`config.mk`:
```
export PLATFORM = sky130hd
export DESIGN_NAME = multitap_seq
export DESIGN_NICKNAME = d
export VERILOG_FILES = /design/src/rtl/multitap_pkg.sv /design/src/rtl/multitap_nibble_sel.sv /design/src/rtl/multitap_seq.sv
export SDC_FILE = /design/constraint.sdc
export NUM_CORES = 1
export LEC_CHECK = 0
export ABC_AREA = 1
export BUFFER_PORTS_ARGS = -buffer_cell sky130_fd_sc_hd__buf_2
export CAP_MARGIN = 20
export CORE_ASPECT_RATIO = 0.7
export CORE_MARGIN = 5
export CORE_UTILIZATION = 54
export DETAILED_ROUTE_END_ITERATION = 8
export PLACE_DENSITY = 0.75
export SETUP_SLACK_MARGIN = 0.05
export SLEW_MARGIN = 20
export SYNTH_ARGS = -nofsm -noshare
export SYNTH_HDL_FRONTEND = slang
export SYNTH_HIERARCHICAL = 1
export SYNTH_SLANG_ARGS = --single-unit
```
`constraint.sdc`:
```
create_clock -name CLK -period 8.5 [get_ports CLK]
set_input_delay 0.425 -clock CLK [delete_from_list [all_inputs] [get_ports CLK]]
set_output_delay 0.425 -clock CLK [all_outputs]
set_load 0.01 [all_outputs]
```
`src/rtl/multitap_pkg.sv`:
```
// multitap_pkg: shared types and constants for the multitap sequencer.
// State enum, nibble codes, pad button bit positions, data nibble helper.
package multitap_pkg;

  typedef enum logic [2:0] {
    ST_IDLE,
    ST_HDR,
    ST_TYPE,
    ST_DATA,
    ST_DONE
  } mt_state_t;

  localparam int SEQ_W   = 6;
  localparam int HDR_LEN = 2;

  localparam logic [3:0] NIB_IDLE = 4'h3;
  localparam logic [3:0] NIB_NONE = 4'hF;
  localparam logic [3:0] NIB_HDR  = 4'h0;
  localparam logic [3:0] TYPE_3B  = 4'h0;
  localparam logic [3:0] TYPE_6B  = 4'h1;

  localparam int B_UP    = 0;
  localparam int B_DOWN  = 1;
  localparam int B_LEFT  = 2;
  localparam int B_RIGHT = 3;
  localparam int B_A     = 4;
  localparam int B_B     = 5;
  localparam int B_C     = 6;
  localparam int B_START = 7;
  localparam int B_MODE  = 8;
  localparam int B_X     = 9;
  localparam int B_Y     = 10;
  localparam int B_Z     = 11;

  // Pad buttons are active-high; the wire protocol is active-low.
  function automatic logic [3:0] data_nib(
    input logic [11:0] p,
    input int          k
  );
    logic [3:0] n;
    unique case (1'b1)
      (k == 0): n = {p[B_RIGHT], p[B_LEFT], p[B_DOWN], p[B_UP]};
      (k == 1): n = {p[B_START], p[B_A], p[B_C], p[B_B]};
      default:  n = {p[B_MODE], p[B_X], p[B_Y], p[B_Z]};
    endcase
    return ~n;
  endfunction

endpackage

```
`src/rtl/multitap_nibble_sel.sv`:
```
// multitap_nibble_sel: maps frozen pad snapshot plus stream index
// to the nibble to present and a flag marking the final nibble.
module multitap_nibble_sel
  import multitap_pkg::*;
#(
  parameter int NUM_PADS = 4
) (
  input  logic [NUM_PADS*12-1:0] pads_i,
  input  logic [NUM_PADS-1:0]    six_i,
  input  logic [NUM_PADS-1:0]    present_i,
  input  logic [SEQ_W-1:0]       idx_i,
  output logic [3:0]             nib_o,
  output logic                   last_o
);

  int idx;
  int base;
  int len;

  always_comb begin
    nib_o = NIB_NONE;
    idx   = int'(idx_i);
    base  = HDR_LEN + NUM_PADS;
    len   = 0;
    if (idx < HDR_LEN) nib_o = NIB_HDR;
    for (int i = 0; i < NUM_PADS; i++) begin
      if (idx == HDR_LEN + i) begin
        if (!present_i[i])  nib_o = NIB_NONE;
        else if (six_i[i])  nib_o = TYPE_6B;
        else                nib_o = TYPE_3B;
      end
      // Data region: absent pads take zero slots.
      len = present_i[i] ? (six_i[i] ? 3 : 2) : 0;
      for (int k = 0; k < 3; k++) begin
        if (k < len && idx == base + k)
          nib_o = data_nib(pads_i[12*i +: 12], k);
      end
      base = base + len;
    end
    last_o = (idx == base - 1);
  end

endmodule

```
`src/rtl/multitap_seq.sv`:
```
// multitap_seq: Team-Player-style multitap nibble sequencer, 1..8 pads.
// Define MULTITAP_TIMEOUT_EN to abort stalled transfers after TIMEOUT CEs.
module multitap_seq
  import multitap_pkg::*;
#(
  parameter int NUM_PADS = 4,
  parameter int TIMEOUT  = 4096
) (
  input  logic                   CLK,
  input  logic                   RESET_N,
  input  logic                   CE,
  input  logic                   TH_IN,
  input  logic                   TR_IN,
  input  logic [NUM_PADS*12-1:0] PADS,
  input  logic [NUM_PADS-1:0]    PAD_6BTN,
  input  logic [NUM_PADS-1:0]    PAD_PRESENT,
  output logic [3:0]             D_OUT,
  output logic                   TL_OUT,
  output logic                   BUSY
);

  mt_state_t state_q, state_d;
  logic [SEQ_W-1:0] idx_q, idx_d, nidx;
  logic [3:0] dout_q, dout_d;
  logic tl_q, tl_d;
  logic th_q, tr_q;
  logic [NUM_PADS*12-1:0] pads_q, pads_d;
  logic [NUM_PADS-1:0] six_q, six_d;
  logic [NUM_PADS-1:0] pres_q, pres_d;

  logic th_fall, th_rise, tr_edge;
  logic [3:0] sel_nib;
  logic sel_last;

  assign th_fall = th_q & ~TH_IN;
  assign th_rise = ~th_q & TH_IN;
  assign tr_edge = tr_q ^ TR_IN;
  assign nidx    = idx_q + 1'b1;

  multitap_nibble_sel #(
    .NUM_PADS (NUM_PADS)
  ) u_sel (
    .pads_i    (pads_q),
    .six_i     (six_q),
    .present_i (pres_q),
    .idx_i     (idx_q),
    .nib_o     (sel_nib),
    .last_o    (sel_last)
  );

`ifdef MULTITAP_TIMEOUT_EN
  localparam int CNT_W = $clog2(TIMEOUT + 1);
  logic [CNT_W-1:0] cnt_q, cnt_d;
`else
  logic unused_timeout;
  assign unused_timeout = (TIMEOUT > 0);
`endif

  always_comb begin
    state_d = state_q;
    idx_d   = idx_q;
    dout_d  = dout_q;
    tl_d    = tl_q;
    pads_d  = pads_q;
    six_d   = six_q;
    pres_d  = pres_q;
    if (th_fall) begin
      // TH fall wins over a coincident TR edge.
      pads_d  = PADS;
      six_d   = PAD_6BTN;
      pres_d  = PAD_PRESENT;
      idx_d   = '0;
      state_d = ST_HDR;
      dout_d  = NIB_NONE;
      tl_d    = TR_IN;
    end else if (th_rise) begin
      state_d = ST_IDLE;
      idx_d   = '0;
      dout_d  = NIB_IDLE;
      tl_d    = 1'b1;
    end else if (tr_edge && state_q != ST_IDLE) begin
      tl_d = TR_IN;
      if (state_q == ST_DONE) begin
        dout_d = NIB_NONE;
      end else begin
        dout_d = sel_nib;
        if (sel_last)
          state_d = ST_DONE;
        else begin
          idx_d = nidx;
          if (nidx < SEQ_W'(HDR_LEN))
            state_d = ST_HDR;
          else if (nidx < SEQ_W'(HDR_LEN + NUM_PADS))
            state_d = ST_TYPE;
          else
            state_d = ST_DATA;
        end
      end
    end
`ifdef MULTITAP_TIMEOUT_EN
    cnt_d = '0;
    if (state_q != ST_IDLE && !th_fall && !th_rise && !tr_edge) begin
      if (cnt_q == CNT_W'(TIMEOUT - 1)) begin
        state_d = ST_IDLE;
        idx_d   = '0;
        dout_d  = NIB_IDLE;
        tl_d    = 1'b1;
      end else begin
        cnt_d = cnt_q + 1'b1;
      end
    end
`endif
  end

  always_ff @(posedge CLK) begin
    if (!RESET_N) begin
      state_q <= ST_IDLE;
      idx_q   <= '0;
      dout_q  <= NIB_IDLE;
      tl_q    <= 1'b1;
      th_q    <= 1'b1;
      tr_q    <= 1'b1;
      pads_q  <= '0;
      six_q   <= '0;
      pres_q  <= '0;
    end else if (CE) begin
      state_q <= state_d;
      idx_q   <= idx_d;
      dout_q  <= dout_d;
      tl_q    <= tl_d;
      th_q    <= TH_IN;
      tr_q    <= TR_IN;
      pads_q  <= pads_d;
      six_q   <= six_d;
      pres_q  <= pres_d;
    end
  end

`ifdef MULTITAP_TIMEOUT_EN
  always_ff @(posedge CLK) begin
    if (!RESET_N)
      cnt_q <= '0;
    else if (CE)
      cnt_q <= cnt_d;
  end
`endif

  assign D_OUT  = dout_q;
  assign TL_OUT = tl_q;
  assign BUSY   = (state_q != ST_IDLE);

endmodule

```
==> qor.txt <==
Outcome - complete, no violations
Detailed Place HPWL - 9200 um
Top_reg_cell synth - dfxtp_1
Die Wd - 125 um
Crit path cell chain - nand2_2 -> inv_1 -> ha_1 -> fa_1 -> inv_1 -> fa_1 -> inv_1 -> ha_1 -> inv_1 -> ha_1 -> inv_1 -> fa_1 -> o21ai_0 -> a21oi_1 -> xnor2_1 -> o21ai_0 -> a211oi_1 -> nand2_1 -> nand2_4 -> nand2_1 -> inv_1 -> nor2_1
Logic gate share of total power - 0.289
Largest net degree at the start of global routing - 71
WL per Instance - 13.1 um
Layout cells sized above 1 - 0.162
Hold Crit Class - input pin to flip-flop
Max Freq - 193 MHz
Critical path's top delay family - adder cells
Synth cell types - 39
Area of the die - 11400 um2
Routed WL - 12400 um
Rows - 29
Pwr dens - 197 nW/um2
Num CTS Buffers - 9
Clock share of power - 0.357
Ant diodes - 0
Crit Path Class - flip-flop to flip-flop
EDFF count, synth - 0
Final estimated routing congestion in global placement - 0.924
CP required - 8.73 ns
PortBufs - 66
Sw power - 389 uW
Pins over their slew limit - 0
Hold_sp - PADS[37]
Crit path depth - 22
IO Pins - 67
Switch share - 0.349
FF-to-FF Start - pres_q[0]
Met3 Resource Use GR - 0.0496
DRC Markers - 0
Flops & latches, synth - 72
Crit path from - pres_q[0]
Asr flop ratio synth - 0
Clock transition at the registers of the reported paths - 0.06 ns
Final Skew - 0.00602 ns
Register area share after synthesis - 0.287
Syn Nets - 851
Synth Warn # - 6
Sum of buffers and inverters on the critical path - 6
Layout area overhead - 12.4%
Initial antenna violation count - 0
Overflow after GRT - 0
WHS Path Cells - 3
RSZ-0062 raised after global routing - no
# fillers - 845
GRT Total Usage - 0.221
Crit Path Max Fanout - 12
LEAKAGE - 2.75 nW
Clock Latency Late Sink - 0.34 ns
Via count - 4851
Initial DRC count - 374
Final hold violations - 0
Core Area - 9070 um2
Die Ht - 90.7 um
Tcrit/Tclk final - 0.609
NumNets Final - 904
Pint - 724 uW
VDD IR max - 124 uV
Post CTS Setup Buffer Count - 0
CTS tree - built
Worst Reg2Reg Path Length in Cells - 22
Starting Density - 0.554
Final min period - 5.18 ns
Actual slew at the worst max-slew pin - 1.02 ns
Slowest CP cell - dfxtp_1
Cell mode on critical path - inv_1
Worst setup SP type - flip-flop
Htree depth - 3
Finished Layout Cells - 946
Final core utilization - 0.622
DRT Pass-1 Iters - 7
Root buf cell - clkbuf_16
Avg Synthesized Cell Area - 6.57 um2
GR peak layer - met2
Placed Area - 5330 um2
Vias in the first global route - 4468
Crit end category - flip-flop
Final setup viols - 0
First-pass GRT wire length - 20900 um
Setup TNS Final - 0 ns
Grt met1 use - 0.309
CP max stage delay - 0.71 ns
Dpl cells - 930
Via density - 5.13
Netlist Area Pre-Place - 5020 um2
CTS Buffer Depth - 2
Rel. slew slack - 0.315
Max_cap viols - 0
Crit path DAT - 5.40 ns
Antenna Nets Post-Route - 0
Cells after Synth - 764
Sequential share of power - 0.354
Fin area - 5640 um2
GR Layer Usage met2 - 0.342
Clock sinks - 72
Resized cells post-CTS - 0
Cts hold-fix bufs - 0
## layer usage
layer  up-vias  wire length [um]
met2       151              5310
li1       2519                 -
met1      2162              6050
met3        19               875
met5         -                 0
met4         0               138
## cell families after synthesis
logic type | count (synthesis) | share of synthesized area
simple gates | 431 | 0.382
fa+ha+maj | 26 | 0.0708
xor+xnor | 25 | 0.0556
buf+inv | 110 | 0.102
compound gates | 100 | 0.103
flops | 72 | 0.287
## power by group through the flow
stage               Clock, mW  Combinational [mW]  Sequential [mW]
floorplan                   0               0.253            0.389
global placement            0               0.306            0.401
detailed placement          0               0.314            0.401
CTS                     0.404               0.318            0.394
global route            0.419               0.365            0.398
finish                  0.397               0.321            0.394
## cell usage in the layout, fill, tap and decap left out, drive strengths merged, types with 2 or more instances in the layout
master / n
xnor2: 8
clkbuf: 10
a21oi: 17
nand4: 8
nor2: 166
nor4: 2
buf: 66
o21ai: 80
nor3: 3
ha: 22
xor2: 17
dfxtp: 72
nand3b: 3
fa: 4
inv: 88
nand3: 60
or2: 5
clkinv: 2
nand2: 183
## tightest hold or removal path, delay by kind of cell
family,cells,cell delay [ns]
simple gates,1,0.07
buf+inv,1,0.07
compound gates,1,0.05
## Yosys cell counts (all sizes together), types with 16 or more instances
cell,count,area [um2]
a21oi,17,88.8
buf,16,150
nand2,183,780
o21ai,80,404
dfxtp,72,1440
inv,85,327
xor2,17,201
nor2,166,647
ha,22,275
nand3,60,330
## final cells by class
class                   count  area, um2  area share
multi-input cells         582       3070       0.544
flip-flops and latches     72       1440       0.255
repair buffers             66        330      0.0585
inverters                  86        330      0.0585
clock buffers              10        239      0.0424
well taps                 124        155      0.0275
clock inverters             6       75.1      0.0133
## flip-flops by register name, indices dropped and copies added (netlist names)
name,flops
D_OUT,4
pres_q,4
th_q,1
six_q,4
pads_q,48
TL_OUT,1
tr_q,1
state_q,3
idx_q,6
## per-stage QoR
step           hold WS [ns]  setup slack [ns]  power, mW
2_1_floorplan         0.444              4.04      0.641
3_3_place_gp          0.451              3.64      0.707
3_5_place_dp          0.458              3.40      0.716
4_1_cts               0.314              3.34       1.12
5_1_grt               0.334              2.94       1.18
6_report              0.320              3.32       1.11
## worst paths after layout
path	to	slack, ns
max	idx_q[5]	3.32
min reg2reg	D_OUT[1]	0.47
max reg2reg	idx_q[5]	3.32
min	pads_q[37]	0.32
(Power assumes the default switching activity.)
